--- config.mk ---
export PLATFORM = sky130hd
export DESIGN_NAME = interval_meter
export DESIGN_NICKNAME = d
export VERILOG_FILES = /design/src/rtl/time_pkg.sv /design/src/rtl/edge_detect.sv /design/src/rtl/interval_meter.sv
export SDC_FILE = /design/constraint.sdc
export NUM_CORES = 1
export LEC_CHECK = 0
export BUFFER_PORTS_ARGS = -buffer_cell sky130_fd_sc_hd__buf_2
export CORE_ASPECT_RATIO = 2
export CORE_MARGIN = 2
export CORE_UTILIZATION = 52
export DETAILED_ROUTE_END_ITERATION = 8
export GPL_TIMING_DRIVEN = 1
export PLACE_DENSITY = 0.79
export SLEW_MARGIN = 25
export SYNTH_ARGS = -nofsm -noshare
export SYNTH_HDL_FRONTEND = slang
export SYNTH_SLANG_ARGS = --single-unit
export TNS_END_PERCENT = 30
--- constraint.sdc ---
create_clock -name clk -period 3.15 [get_ports clk]
set_input_delay 0.63 -clock clk [delete_from_list [all_inputs] [get_ports clk]]
set_output_delay 0.63 -clock clk [all_outputs]
set_load 0.02 [all_outputs]
--- src/rtl/time_pkg.sv ---
// Shared definitions for the time-measurement blocks.
package time_pkg;

    typedef enum logic [1:0] {
        IDLE       = 2'd0,
        WAIT_START = 2'd1,
        MEASURE    = 2'd2,
        RESULT     = 2'd3
    } meter_state_t;

endpackage

--- src/rtl/edge_detect.sv ---
// Rising-edge detector for a signal already synchronous to clk.
module edge_detect (
    input  logic clk,
    input  logic rst,
    input  logic sig,
    output logic rise
);

    logic sig_q;

    // History updates every cycle so a held-high level yields a single edge.
    always_ff @(posedge clk or posedge rst) begin
        if (rst) begin
            sig_q <= 1'b0;
        end else begin
            sig_q <= sig;
        end
    end

    assign rise = sig & ~sig_q;

endmodule

--- src/rtl/interval_meter.sv ---
// Counts tick-enable pulses between two rising edges of sig_i and hands the
// result over a valid/ready interface, saturating at a per-measurement limit.
module interval_meter
    import time_pkg::*;
#(
    parameter int DW = 16
) (
    input  logic          clk,
    input  logic          rst,
    input  logic          arm_i,
    input  logic [DW-1:0] limit_i,
    input  logic          sig_i,
    input  logic          en_i,
    input  logic          clr_i,
    output logic [DW-1:0] count_o,
    output logic          overflow_o,
    output logic          valid_o,
    input  logic          ready_i,
    output logic          busy_o
);

    meter_state_t  state;
    meter_state_t  next_state;
    logic [DW-1:0] counter;
    logic [DW-1:0] limit;
    logic [DW:0]   n;
    logic          over;
    logic          rise;

    edge_detect u_edge (
        .clk  (clk),
        .rst  (rst),
        .sig  (sig_i),
        .rise (rise)
    );

    // One extra bit keeps an all-ones limit from wrapping the comparison.
    assign n    = {1'b0, counter} + {{DW{1'b0}}, en_i};
    assign over = n > {1'b0, limit};

    always_comb begin
        next_state = state;
        if (clr_i) begin
            next_state = IDLE;
        end else begin
            case (state)
                IDLE:       if (arm_i)        next_state = WAIT_START;
                WAIT_START: if (rise)         next_state = MEASURE;
                MEASURE:    if (over || rise) next_state = RESULT;
                RESULT:     if (ready_i)      next_state = IDLE;
                default:                      next_state = IDLE;
            endcase
        end
    end

    always_ff @(posedge clk or posedge rst) begin
        if (rst) begin
            state <= IDLE;
        end else begin
            state <= next_state;
        end
    end

    // Overflow is tested before the stop edge so saturation wins a tie.
    always_ff @(posedge clk or posedge rst) begin
        if (rst) begin
            counter    <= '0;
            limit      <= '0;
            count_o    <= '0;
            overflow_o <= 1'b0;
        end else if (!clr_i) begin
            case (state)
                IDLE: begin
                    if (arm_i) begin
                        limit <= limit_i;
                    end
                end
                WAIT_START: begin
                    if (rise) begin
                        counter <= '0;
                    end
                end
                MEASURE: begin
                    if (over) begin
                        count_o    <= limit;
                        overflow_o <= 1'b1;
                    end else if (rise) begin
                        count_o    <= n[DW-1:0];
                        overflow_o <= 1'b0;
                    end else begin
                        counter <= n[DW-1:0];
                    end
                end
                default: begin
                end
            endcase
        end
    end

    assign valid_o = (state == RESULT);
    assign busy_o  = (state != IDLE);

endmodule

==> impl_metrics.json, run 1 <==
{
  "setup_slack_ps": -85.7,
  "seq_area_frac_synth": 0.403,
  "dieHeight_um": 115,
  "drt_wl_total_mm": 8.70,
  "fill_cells": 434,
  "ir_drop_mv": 0.381,
  "status": "finished with violations",
  "fin_area_sq_mm": 0.00419,
  "dp.cells": 466,
  "fp.dieW_um": 59.7,
  "avgViaCountPerCell": 6.06,
  "grt_use_total": 0.259,
  "tritoncts": "built",
  "synth-warning-count": 0,
  "hpwlAfterDp_mm": 6.02,
  "drive_gt1_frac": 0.375,
  "die-area_sq_mm": 0.00689,
  "gp_congestion": 0.885,
  "finalHoldViolCount": 0,
  "intPower_uw": 1820,
  "grt.overflow.total": 0,
  "io_buffers": 41,
  "pwr-share-clk": 0.213,
  "combPwrFrac": 0.421,
  "crit_start": "en_i",
  "critical_path_class": "primary input to flop",
  "switchingPower_uw": 1110,
  "rr_startpoint": "counter[0]$_DFFE_PP0P_",
  "powerDensity_mw_per_mm2": 698,
  "ff2ff_setup_slack_ps": -90,
  "synth_ff_type": "dfrtp_1",
  "area_growth_pct": 29.8,
  "synth-edff-count": 0,
  "cts-root-buf": "clkbuf_16",
  "crit_fanout": 7,
  "vias": 2886,
  "fmax_ghz": 0.309,
  "cap_viol_max_count": 0,
  "finalSetupViolCount": 32,
  "fin_cells": 476,
  "synth_simple_gate_area_frac": 0.203,
  "antenna_found_initial": 0,
  "synth_nets": 387,
  "postRouteAntennaNets": 0,
  "final.setup_skew_ps": 5.40,
  "clock_path_buffers": 2,
  "worstSkewPairLatency_ps": 300,
  "required_ps": 3330,
  "worst_pin_slew_ps": 875,
  "power_uw": 2920,
  "syn_area_sq_mm": 0.00323,
  "period_share": 1.03,
  "synth_compound_area_frac": 0.133,
  "rsz0062_at_grt": "yes",
  "drc_errors": 0,
  "p_leak_uw": 0.00206,
  "dpl_cell_area_sq_mm": 0.00378,
  "synth-xor-area-share": 0.0326,
  "clk_pin_slew_ps": 70,
  "p_seq_frac": 0.367,
  "nets": 458,
  "drt_iter0_markers": 197,
  "synth_top_family_by_area": "simple AND/OR/NAND/NOR gates",
  "drt_first_pass_iters": 4,
  "synthCells": 341,
  "violations": "negative setup slack",
  "antenna_cells": 0,
  "yosysUniqueCellTypes": 47,
  "muxShareOfSynthArea": 0.0589,
  "syn_area_per_cell_sq_um": 9.46,
  "cts.sinks": 52,
  "io_pins": 42,
  "maxSlewViolCount": 0,
  "end_kind": "flop",
  "maxSlewHeadroom": 0.415,
  "min_path_type": "primary input to asynchronous set/reset pin",
  "start_util": 0.537,
  "synth_fa_ha_area_frac": 0.0892,
  "coreArea_sq_mm": 0.00601,
  "async_flop_share": 1.00,
  "period_needed_ps": 3240,
  "grt_pass1_wl_mm": 13.6,
  "wl_per_cell_um": 18.3,
  "critical_path_arrival_ps": 3420,
  "ys_seq_elements": 52,
  "cts_buffers": 5,
  "grt_pass1_vias": 2835,
  "dp_slack_ps": -365,
  "htreeDepth": 2,
  "grt_max_degree": 53,
  "rows": 40,
  "swShare": 0.378,
  "critical_path.startpoint_type": "primary input"
}
==> stage by stage <==
stage	utilization	hold WS [ps]	TNS (ps)
6_report	0.697	422	-1570
5_1_grt	0.697	455	-7640
4_1_cts	0.660	449	-2.00
3_5_place_dp	0.629	507	-10840
3_3_place_gp	0.629	500	-6840
2_1_floorplan	-	502	0
==> worst paths after layout <==
kind | to | cells past startpoint
min | count_o[2]$_DFFE_PP0P_ | 2
min reg2reg | overflow_o$_DFFE_PP0P_ | 2
max in group asynchronous | counter[4]$_DFFE_PP0P_ | 2
max | counter[2]$_DFFE_PP0P_ | 15
max reg2reg | counter[2]$_DFFE_PP0P_ | 14
min in group clk | u_edge.sig_q$_DFF_PP0_ | 1
==> state kept, by name, summed over array words and instances (netlist names) <==
register	count
count_o	16
counter	16
limit	16
overflow_o	1
state	2
u_edge.sig_q	1
==> logic make-up after synthesis <==
kind of cell,count (synthesis)
flip-flops,52
XOR/XNOR,12
buffers and inverters,60
AO/OA/AOI/OAI,55
multiplexers,17
adder cells (fa/ha/maj),23
AND/OR/NAND/NOR,122
==> cells in the mapped netlist, types with 2 or more instances <==
library cell	n	area share
a211oi_1	3	0.0070
a21o_1	2	0.0047
a21oi_1	6	0.0093
and3_1	2	0.0039
and4_1	2	0.0054
buf_4	5	0.012
buf_6	2	0.0070
clkbuf_1	7	0.0081
dfrtp_1	52	0.40
ha_1	23	0.089
inv_1	46	0.054
mux2_2	16	0.056
nand2_1	42	0.049
nand2b_1	4	0.0078
nand3_1	19	0.029
nand3_2	2	0.0062
nand4_1	20	0.039
nor2_1	10	0.012
nor2_4	2	0.0070
nor2b_1	3	0.0058
nor3_1	6	0.0093
o21ai_0	15	0.023
o221ai_1	16	0.043
o22ai_1	2	0.0039
or2_2	2	0.0039
xnor2_1	6	0.016
xor2_1	6	0.016
==> cell type report <==
class / count / area [sq um] / area share
clock buffer: 6 / 129 / 0.0308
clock inverter: 2 / 35.0 / 0.00837
inverter: 46 / 175 / 0.0418
multi-input combinational: 230 / 1950 / 0.466
sequential: 52 / 1300 / 0.311
tap: 63 / 78.8 / 0.0188
timing repair buffer: 77 / 514 / 0.123
==> per-layer routing <==
layer  share of wire  up-vias  GRT usage
li1                -     1342          -
met4           0.046        0      0.138
met2            0.56       95      0.447
met3           0.039       35     0.0416
met1            0.36     1414      0.293
met5               0        -          0
==> critical path: stages <==
cell      delay, ps
buf_6            70
ha_4            140
ha_4            140
nand3_4         150
buf_4           180
nor2_2          120
xnor2_1         170
inv_1           140
ha_4            250
nand4_1         130
nor3_1           90
a2111o_1        450
a22oi_4         280
a21boi_4        120
a221o_2         350
==> power groups by stage <==
stage / Clock [uW] / Sequential, uW / Combinational [uW]
after floorplan: 0 / 1170 / 611
after global placement: 0 / 1070 / 1000
after detailed placement: 0 / 1080 / 1040
after CTS: 626 / 1070 / 1060
after global routing: 659 / 1100 / 1350
final: 622 / 1070 / 1230
==> repair_timing <==
action | in CTS | in global routing
buffers inserted | 0 | 2
resized for setup | 6 | 37
cloned | 0 | 1
setup endpoints to repair | 28 | 35
hold buffers | 0 | 0
pin swaps | 6 | 14
==> cells in the final DEF (no fill, tap or decap), drive strengths merged, types with 2 or more instances in the layout <==
cell    netlist  final
buf           7     77
dfrtp        52     52
inv          46     46
nand2        42     42
ha           23     23
nand4        21     21
nand3        21     21
mux2         16     16
o221ai       16     16
o21ai        16     16
nor2         12     13
nor3          7      7
a21oi         6      6
xnor2         6      6
xor2          6      6
clkbuf        7      6
nand2b        4      4
a211oi        3      3
nor2b         3      3
and3          3      3
a21boi        2      2
o22ai         2      2
a21o          2      2
and4          2      2
or2           2      2
nor4          2      2
a221o         2      2
(Power assumes the default switching activity.)
==> inputs of run 2 (changes only) <==
TNS_END_PERCENT = default   (was 30)
==> impl_metrics.json, run 2 (same netlist as run 1, synthesis figures left out) <==
{
  "area_growth_pct": 30.0,
  "reg_top3": "count_o: 16 flops, counter: 16 flops, limit: 16 flops",
  "cp_common_cell": "ha_4",
  "worst_pin_slew_ps": 874,
  "cap_viol_max_count": 0,
  "status": "finished with violations",
  "wl_per_cell_um": 18.4,
  "grt_pass1_wl_mm": 13.6,
  "violations": "negative setup slack",
  "maxSlewViolCount": 0,
  "period_share": 1.02,
  "hpwlAfterDp_mm": 6.02,
  "powerDensity_mw_per_mm2": 696,
  "cts_buffers": 5,
  "multi_input_area_sq_mm": 0.00196,
  "drc_errors": 0,
  "required_ps": 3320,
  "critical_path.startpoint_type": "primary input",
  "nets": 458,
  "vias": 2888,
  "htreeDepth": 2,
  "worst_path_max_delay_cell": "a2111o_1",
  "min_path_type": "primary input to asynchronous set/reset pin",
  "maxSlewHeadroom": 0.416,
  "p_leak_uw": 0.00206,
  "antenna_found_initial": 0,
  "drive_gt1_frac": 0.380,
  "period_needed_ps": 3200,
  "r2r-end": "count_o[15]$_DFFE_PP0P_",
  "crit_fanout": 17,
  "drt_iter0_markers": 185,
  "cts_hold_buffers": 0,
  "clk_pin_slew_ps": 70,
  "grt_pass1_vias": 2835,
  "critical_path_arrival_ps": 3380,
  "path_cells": "buf_6, ha_4, ha_4, nand3_4, buf_4, nor2_2, xnor2_1, inv_1, ha_4, nand4_1, nor3_1, a2111o_1, a22o_4, nor2_4, buf_12, o221ai_1",
  "finalSetupViolCount": 26,
  "ir_drop_mv": 0.379,
  "rsz0062_at_grt": "yes",
  "register_area_sq_mm": 0.00130,
  "clock_path_buffers": 2,
  "end_kind": "flop",
  "io_pins": 42,
  "critPathMaxStageDelay_ps": 450,
  "ff2ff_setup_slack_ps": -50,
  "grt.overflow.total": 0,
  "gp_congestion": 0.885,
  "worstSkewPairLatency_ps": 300,
  "dieHeight_um": 115,
  "grt_use_total": 0.259,
  "cts.sinks": 52,
  "final.setup_skew_ps": 6.03,
  "mostFrequentLayoutCells": "dfrtp_1, inv_1, nand2_1",
  "start_util": 0.537,
  "drt_first_pass_iters": 4,
  "grt_max_degree": 53,
  "rr_worst_depth": 15,
  "setup_slack_ps": -52.5,
  "rr_startpoint": "counter[0]$_DFFE_PP0P_",
  "antenna_cells": 0,
  "cts-root-buf": "clkbuf_16",
  "coreArea_sq_mm": 0.00601,
  "rows": 40,
  "fp.dieW_um": 59.7,
  "final_common_cell": "dfrtp_1",
  "dp_slack_ps": -365,
  "finalHoldViolCount": 0,
  "drt_wl_total_mm": 8.75,
  "avgViaCountPerCell": 6.07,
  "fill_cells": 428,
  "tritoncts": "built",
  "io_buffers": 41,
  "fmax_ghz": 0.312,
  "critical_path_class": "primary input to flop",
  "postRouteAntennaNets": 0,
  "die-area_sq_mm": 0.00689,
  "tns_ps": -661
}
==> run 2: cell counts in the layout (fill, tap and decap cells not counted) <==
Identical to the previous run, type by type.
==> run 2: metal layers <==
layer,vias up,global-route usage,wire length [um]
met1,1418,0.293,3080
met2,97,0.447,4930
met3,31,0.0416,349
met5,-,0,0
li1,1342,-,-
met4,0,0.138,388
==> run 2: where the power goes <==
part | total (uW) | internal (uW) | switching, uW
Combinational | 1230 | 543 | 686
Clock | 621 | 374 | 247
Sequential | 1070 | 900 | 171
==> run 2: worst max path at each step <==
stage / slack, ps / endpoint / from / depth (start not counted)
after floorplan: 10 / count_o[10]$_DFFE_PP0P_ / en_i / 13
after global placement: -270 / counter[2]$_DFFE_PP0P_ / en_i / 13
after detailed placement: -370 / counter[2]$_DFFE_PP0P_ / en_i / 15
after CTS: -2 / counter[2]$_DFFE_PP0P_ / en_i / 16
after global routing: -220 / counter[1]$_DFFE_PP0P_ / counter[0]$_DFFE_PP0P_ / 14
final: -50 / count_o[15]$_DFFE_PP0P_ / en_i / 16
==> run 2: timing repair <==
action                     in CTS  in global routing
pin swaps                       6                 15
resized for setup               6                 42
cloned                          0                  1
setup endpoints to repair      28                 35
buffers inserted                0                  2
==> run 2: final cells by class <==
type,count,share of cell area
clock buffers,6,0.0307
clock inverters,2,0.00835
multi-input cells,230,0.467
repair buffers,77,0.123
flip-flops and latches,52,0.310
well taps,63,0.0188
inverters,46,0.0418
==> run 2: stage by stage <==
stage | total power, uW | std cells | hold slack (ps) | util | instance area [sq um]
4_1_cts | 2760 | 474 | 449 | 0.660 | 3970
6_report | 2920 | 476 | 424 | 0.699 | 4200
3_5_place_dp | 2130 | 466 | 507 | 0.629 | 3780
2_1_floorplan | 1780 | 341 | 502 | - | 3290
5_1_grt | 3110 | 476 | 455 | 0.699 | 4200
3_3_place_gp | 2080 | 466 | 500 | 0.629 | 3770
==> run 2: worst max-delay path, delay by kind of cell <==
kind            cells  cell delay [ps]
compound gates      3              880
xor+xnor            1              170
simple gates        5              590
buf+inv             4              560
fa+ha+maj           3              530
==> inputs of run 3 (changes only) <==
CORE_UTILIZATION = 58   (was 52)
PLACE_DENSITY = 0.83   (was 0.79)
TNS_END_PERCENT = 50   (was default)
clock period = 3.38 ns   (was 3.15 ns; I/O delays follow)
==> impl_metrics.json, run 3 (same netlist as run 1, synthesis figures left out) <==
{
  "die-area_sq_mm": 0.00621,
  "gp_congestion": 0.987,
  "critPathMaxStageDelay_ps": 350,
  "grt_pass1_wl_mm": 12.6,
  "htreeDepth": 2,
  "tritoncts": "built",
  "drive_gt1_frac": 0.293,
  "status": "finished, final reports clean",
  "critical_path.startpoint_type": "primary input",
  "cts_hold_buffers": 0,
  "maxSlewViolCount": 0,
  "cts-root-buf": "clkbuf_8",
  "pwr-share-clk": 0.178,
  "drt_first_pass_iters": 4,
  "rr_worst_depth": 14,
  "avgViaCountPerCell": 5.92,
  "fin_cells": 466,
  "finalSetupViolCount": 0,
  "drt_wl_total_mm": 7.89,
  "area_growth_pct": 18.9,
  "fmax_ghz": 0.299,
  "multi_input_area_sq_mm": 0.00172,
  "cts.sinks": 52,
  "powerDensity_mw_per_mm2": 619,
  "r2r-end": "count_o[9]$_DFFE_PP0P_",
  "dieHeight_um": 109,
  "period_share": 0.991,
  "grt.overflow.total": 0,
  "io_pins": 42,
  "coreArea_sq_mm": 0.00542,
  "clk_pin_slew_ps": 90,
  "mostFrequentLayoutCells": "dfrtp_1, inv_1, nand2_1",
  "worst_pin_slew_ps": 889,
  "grt_use_total": 0.261,
  "fp.dieW_um": 56.7,
  "io_buffers": 41,
  "dp.cells": 457,
  "end_kind": "flop",
  "vias": 2760,
  "nets": 451,
  "min_path_type": "primary input to flop",
  "grt_max_degree": 53,
  "grt_pass1_vias": 2857,
  "rows": 38,
  "swShare": 0.382,
  "antenna_cells": 0,
  "wl_per_cell_um": 16.9,
  "cap_viol_max_count": 0,
  "worst-path-stages": 15,
  "period_needed_ps": 3350,
  "tns_ps": 0,
  "path_cells": "buf_2, ha_1, ha_2, nand3_4, nor3_1, xnor2_1, inv_1, ha_1, a21oi_1, nor3_1, a211o_1, a22oi_4, a31oi_4, buf_12, o221ai_1",
  "register_area_sq_mm": 0.00130,
  "cts_buffers": 5,
  "critical_path_arrival_ps": 3580,
  "holdWs_ps": 494,
  "final.setup_skew_ps": 4.05,
  "required_ps": 3610,
  "p_seq_frac": 0.416,
  "crit_start": "en_i",
  "fill_cells": 403,
  "drc_errors": 0,
  "maxSlewHeadroom": 0.407,
  "power_uw": 2380,
  "drt_iter0_markers": 95,
  "rsz0062_at_grt": "yes",
  "combPwrFrac": 0.407,
  "ff2ff_setup_slack_ps": 80,
  "switchingPower_uw": 908,
  "antenna_found_initial": 0,
  "finalHoldViolCount": 0,
  "crit_end": "count_o[9]$_DFFE_PP0P_",
  "final_common_cell": "dfrtp_1",
  "p_leak_uw": 0.00194,
  "crit_fanout": 16,
  "clock_path_buffers": 2,
  "reg_top3": "count_o: 16 flops, counter: 16 flops, limit: 16 flops",
  "rr_startpoint": "counter[0]$_DFFE_PP0P_",
  "hpwlAfterDp_mm": 6.01,
  "worstSkewPairLatency_ps": 320,
  "critical_path_class": "primary input to flop",
  "postRouteAntennaNets": 0,
  "crit_family": "compound AO/OA/AOI/OAI gates",
  "worstPathBufferInverterCount": 3,
  "worst_path_max_delay_cell": "nor3_1",
  "start_util": 0.595,
  "intPower_uw": 1470,
  "ir_drop_mv": 0.518
}
-- run 3: how the worst min path moves through the flow --
| stage | start | to | slack, ps | depth (start not counted) |
|---|---|---|---|---|
| after floorplan | limit[10]$_DFFE_PP0P_ | limit[10]$_DFFE_PP0P_ | 500 | 1 |
| after global placement | overflow_o$_DFFE_PP0P_ | overflow_o$_DFFE_PP0P_ | 500 | 2 |
| after detailed placement | overflow_o$_DFFE_PP0P_ | overflow_o$_DFFE_PP0P_ | 510 | 2 |
| after CTS | sig_i | u_edge.sig_q$_DFF_PP0_ | 490 | 1 |
| after global routing | sig_i | u_edge.sig_q$_DFF_PP0_ | 490 | 1 |
| final | sig_i | u_edge.sig_q$_DFF_PP0_ | 490 | 1 |
-- run 3: timing repair --
item | CTS | global route
hold endpoints to repair | 0 | 0
setup buffers | 0 | 1
setup endpoints to repair | 0 | 35
gates resized for setup | 0 | 8
-- run 3: routing by layer --
layer	up-vias	routed length [um]	global-route usage	share of wire
li1	1333	-	-	-
met1	1344	2930	0.259	0.37
met2	64	4460	0.509	0.57
met3	19	258	0.0459	0.033
met4	0	231	0.125	0.029
met5	-	0	0	0
-- run 3: layout make-up --
| cell class | instances | area share |
|---|---|---|
| clock inverter | 2 | 0.00913 |
| sequential | 52 | 0.339 |
| tap | 60 | 0.0196 |
| multi-input combinational | 229 | 0.448 |
| inverter | 46 | 0.0453 |
| timing repair buffer | 71 | 0.120 |
| clock buffer | 6 | 0.0189 |
-- run 3: metrics by stage --
| stage | area [sq um] | util | setup slack, ps |
|---|---|---|---|
| detailed placement | 3690 | 0.680 | -269 |
| floorplan | 3250 | - | 49.8 |
| global route | 3840 | 0.708 | -114 |
| CTS | 3790 | 0.700 | 47.8 |
| global placement | 3690 | 0.680 | -195 |
| finish | 3840 | 0.708 | 31.6 |
-- run 3: power by group through the flow --
stage | clock, uW | combinational, uW | sequential (uW)
final | 422 | 966 | 988
after global routing | 450 | 1070 | 1010
after CTS | 427 | 961 | 989
after detailed placement | 0 | 956 | 1000
after global placement | 0 | 919 | 994
after floorplan | 0 | 561 | 1090
-- run 3: worst register-to-register path, stage by stage, from the launching register on --
cell and delay (ps):
dfrtp_1 370, ha_1 190, ha_2 220, nand3_4 130
nor3_1 350, xnor2_1 180, inv_1 80, ha_1 300
a21oi_1 160, nor3_1 70, a211o_1 340, a22oi_4 320
a31oi_4 140, buf_12 170, o221ai_1 200
